File: src/rtl/irq_arbiter.sv
// Interrupt arbiter: synchronises 7 request lines, latches rising edges, masks, grants highest index.
// Request valid 1 edge after eligibility; holds until inter rises, blocks until eirq plus one GAP cycle.
module irq_arbiter #(
  parameter int SYNC_STAGES = 2
) (
  input  logic       clk,
  input  logic       rst,
  input  logic [6:0] src_req,
  input  logic       mask_we,
  input  logic [6:0] mask_wdata,
  input  logic       pend_clr,
  input  logic [2:0] pend_clr_sel,
  input  logic       inter,
  input  logic       eirq,
  output logic       irq1,
  output logic       irq2,
  output logic       irq3,
  output logic [2:0] active,
  output logic [6:0] pending,
  output logic [6:0] mask
);

  typedef enum logic [1:0] {
    IDLE,
    REQ,
    SERVICE,
    GAP
  } state_t;

  state_t                       state_q, state_d;
  logic [SYNC_STAGES-1:0][6:0]  sync_q, sync_d;
  logic [6:0]                   edge_q, edge_d;
  logic [6:0]                   pend_q, pend_d;
  logic [6:0]                   mask_q, mask_d;
  logic [2:0]                   irq_q, irq_d;
  logic [2:0]                   active_q, active_d;
  logic                         inter_q, inter_d;
  logic [6:0]                   rise;
  logic [6:0]                   elig;
  logic [2:0]                   win_code;

  always_comb begin
    sync_d = {sync_q[SYNC_STAGES-2:0], src_req};
    edge_d = sync_q[SYNC_STAGES-1];
    rise   = sync_q[SYNC_STAGES-1] & ~edge_q;
  end

  // Ascending scan so the highest eligible index is the one left standing.
  always_comb begin
    elig     = pend_q & mask_q;
    win_code = 3'd0;
    for (int i = 0; i < 7; i++) begin
      if (elig[i]) win_code = 3'(i + 1);
    end
  end

  always_comb begin
    state_d  = state_q;
    irq_d    = irq_q;
    active_d = active_q;
    pend_d   = pend_q;
    mask_d   = mask_we ? mask_wdata : mask_q;
    inter_d  = inter;

    if (pend_clr && (pend_clr_sel != 3'd7)) pend_d[pend_clr_sel] = 1'b0;

    case (state_q)
      IDLE: begin
        if (win_code != 3'd0) begin
          irq_d   = win_code;
          state_d = REQ;
        end
      end
      REQ: begin
        if (inter && !inter_q) begin
          pend_d[irq_q - 3'd1] = 1'b0;
          active_d             = irq_q;
          irq_d                = 3'd0;
          state_d              = SERVICE;
        end
      end
      SERVICE: begin
        if (eirq) begin
          active_d = 3'd0;
          state_d  = GAP;
        end
      end
      default: state_d = IDLE;
    endcase

    // A fresh edge outranks both software and grant clears.
    pend_d = pend_d | rise;
  end

  always_ff @(posedge clk or posedge rst) begin
    if (rst) begin
      state_q  <= IDLE;
      sync_q   <= '0;
      edge_q   <= '0;
      pend_q   <= '0;
      mask_q   <= '0;
      irq_q    <= '0;
      active_q <= '0;
      inter_q  <= 1'b0;
    end else begin
      state_q  <= state_d;
      sync_q   <= sync_d;
      edge_q   <= edge_d;
      pend_q   <= pend_d;
      mask_q   <= mask_d;
      irq_q    <= irq_d;
      active_q <= active_d;
      inter_q  <= inter_d;
    end
  end

  assign irq1    = irq_q[0];
  assign irq2    = irq_q[1];
  assign irq3    = irq_q[2];
  assign active  = active_q;
  assign pending = pend_q;
  assign mask    = mask_q;

endmodule
File: config.mk
export PLATFORM = sky130hd
export DESIGN_NAME = irq_arbiter
export DESIGN_NICKNAME = d
export VERILOG_FILES = /design/src/rtl/irq_arbiter.sv
export SDC_FILE = /design/constraint.sdc
export NUM_CORES = 1
export LEC_CHECK = 0
export ABC_AREA = 1
export ABC_CLOCK_PERIOD_IN_PS = 2000
export CORE_MARGIN = 2
export CORE_UTILIZATION = 48
export DETAILED_ROUTE_END_ITERATION = 10
export PLACE_DENSITY = 0.85
export SLEW_MARGIN = 20
export SYNTH_ARGS = -nofsm -noshare
export SYNTH_HDL_FRONTEND = slang
export SYNTH_SLANG_ARGS = --single-unit
export TNS_END_PERCENT = 20
File: constraint.sdc
create_clock -name clk -period 2 [get_ports clk]
set_clock_uncertainty 0.15 [all_clocks]
set_input_delay 0.2 -clock clk [delete_from_list [all_inputs] [get_ports clk]]
set_output_delay 0.2 -clock clk [all_outputs]
set_load 0.05 [all_outputs]
==> results.yml <==
outcome:
  status: "complete, no violations"
die:
  die_h_um: 64.7
  die_area_um2: 4190
  initial_utilization: 0.491
  pin_count: 43
  coreArea_um2: 3610
  rows: 22
  dieWidth_um: 64.7
synthesis:
  yosysWarnings: 0
  syn-instance-count: 164
  synth_simple_gate_area_frac: 0.147
  synth.most_common_cell: "dfrtp_1"
  syn_area_um2: 1770
  synth_top_family_by_area: "simple AND/OR/NAND/NOR gates"
  synthTopCellsByArea: "dfrtp_1 (62%), nand2_1 (8.5%), inv_1 (5.1%)"
  yosysSeqAreaShare: 0.622
  synth_compound_area_frac: 0.0905
  synth_ff_type: "dfrtp_1"
  yosysTopAreaCellShare: 0.622
  synth_fa_ha_area_frac: 0.0354
  synthMuxAreaShare: 0.0446
  netlist_top_cells_count: "dfrtp_1 (44), nand2_1 (40), inv_1 (24)"
  synth_area_per_cell_um2: 10.8
  synthesis.nets: 192
  yosys.cell_types.count: 22
  yosys.area.top_type: "dfrtp_1"
  async_flop_share: 1.00
  synth_xor_area_frac: 0.00495
  ys_ff_latch: 44
  synth-edff-count: 0
grt:
  grt_pass1_vias: 1183
  grt_pass1_wl_um: 5400
  antenna_found_initial: 0
  grt_max_degree: 30
  grt-ovfl-total: 0
  grt_use_total: 0.172
drt:
  firstDrtPassIters: 4
  met1_length_um: 1360
  wl_met3_um: 178
  wl_met2_um: 1490
  postRouteWirelength_um: 3050
  top_layer_used: "met4"
  drc: 0
  drt-vias-per-instance: 4.70
  wl_per_cell_um: 11.6
  vias: 1231
  drt_iter0_markers: 53
  ant_nets: 0
setup_path:
  rrSetupSlack_ns: 0.34
  cp.required_ns: 1.65
  cp.arrival_ns: 1.52
  slowest_stage: "clkdlybuf4s50_1"
  path_class: "reg2out"
  critical_path_buf_inv_count: 1
  critPathMaxFanout: 3
  cp-end-kind: "primary output"
  slowest_delay_ns: 0.83
  cp-start-kind: "register"
  path_cells: "clkdlybuf4s50_1"
  crit_family: "buffers and inverters"
cts:
  cts_setup_buffers: 0
  max-clock-path-buffers: 2
  path_clk_slew_ns: 0.08
  clock-sinks: 44
  cts_tree: "yes"
  cts_hold_buf: 0
  h-tree-depth: 2
  insertion_delay_ns: 0.29
  cts_resized: 0
  cts_made_buffers: 5
  root_buffer: "clkbuf_8"
pwr:
  p_leak_nw: 1.10
  swShare: 0.402
  peakVddDrop_uv: 642
  powerDensity_nw_per_um2: 1320
  seqPwrFrac: 0.364
  clkPwrFrac: 0.215
  intPower_mw: 1.88
  comb_power_share: 0.421
  power_switching_mw: 1.26
timing:
  worst_hold_slack_ns: 0.0574
  worst_pin_slew_ns: 0.591
  finalMaxSlewViolations: 0
  hold_viol: 0
  setup_viol: 0
  setup_slack_ns: 0.126
  fin_tns_setup_ns: 0
  slew_headroom: 0.603
  period_share: 0.937
  period_needed_ns: 1.87
  max_freq_ghz: 0.534
  grt_setup_unrepaired: "no"
cells_and_area:
  fill_cells: 276
  layout-drive-gt1-share: 0.121
  syn2layout_area_growth_pct: 34.6
  diodes: 0
  layout.nets: 241
worst_hold_path:
  hold_path_class: "in2async"
placed_design:
  place.gp.congestion: 0.787
  dpl_worst_slack_ns: 0.310
  io_buffers: 42
  hpwlAfterDp_um: 2370
run:
  max_cap_violations: 0
-- cells by family (layout without fill, tap and decap cells) --
| kind of cell | after synthesis | count (layout) |
|---|---|---|
| fa+ha+maj | 5 | 5 |
| compound gates | 23 | 23 |
| flops | 44 | 44 |
| buf+inv | 26 | 76 |
| xor+xnor | 1 | 1 |
| simple gates | 58 | 58 |
| mux | 7 | 7 |
-- placed cells by master, fill, tap and decap left out, drive strengths merged --
master / count
mux2: 7
nand2: 43
nor2: 6
xnor2: 1
dfrtp: 44
o221ai: 3
o21ai: 11
ha: 5
nor3: 1
clkinv: 1
buf: 1
clkbuf: 5
nand4: 2
bufinv: 1
o211ai: 5
nand3: 6
o31ai: 2
a21oi: 2
clkinvlp: 1
inv: 25
clkdlybuf4s50: 42
-- registers in the layout (all words and copies together), names as in the netlist --
signal / count
irq_q: 3
pending: 7
mask: 7
inter_q: 1
sync_d: 7
edge_d: 7
active: 3
state_q: 2
edge_q: 7
-- power by group through the flow --
stage	Sequential (mW)	Clock, mW	Combinational, mW
5_1_grt	1.17	0.744	1.47
6_report	1.14	0.675	1.32
2_1_floorplan	1.47	0	0.628
3_5_place_dp	1.17	0	1.33
4_1_cts	1.15	0.694	1.33
3_3_place_gp	1.16	0	1.30
-- metrics by stage --
stage	std cells	cell area, µm²	power (mW)	utilization
floorplan	164	1770	2.10	-
global placement	254	2270	2.45	0.628
detailed placement	254	2270	2.49	0.628
CTS	262	2380	3.17	0.660
global route	262	2380	3.38	0.660
finish	262	2380	3.14	0.660
-- path summary, 6_finish.rpt --
kind	from	end	depth (start not counted)
setup / recovery	pending[6]	pending[6]	1
hold / removal	rst	mask[3]	2
setup reg to reg	irq_q[0]	pending[1]	6
hold reg to reg	sync_d[9]	edge_d[2]	0
max in group asynchronous	rst	pending[4]	3
min in group clk	src_req[1]	sync_d[8]	1
-- routing by layer --
layer | vias up | GRT usage
li1 | 632 | -
met1 | 557 | 0.222
met2 | 40 | 0.277
met3 | 2 | 0.0538
met4 | 0 | 0.0532
met5 | - | 0
-- area by class of cell --
class                   count  area (µm²)  area share
well taps                  48        60.1      0.0252
repair buffers             43         440       0.185
clock inverters             3        46.3      0.0194
clock buffers               5        68.8      0.0289
multi-input cells          94         571       0.240
inverters                  25        93.8      0.0394
flip-flops and latches     44        1100       0.462
No activity file was read; power rests on OpenSTA's default activity.
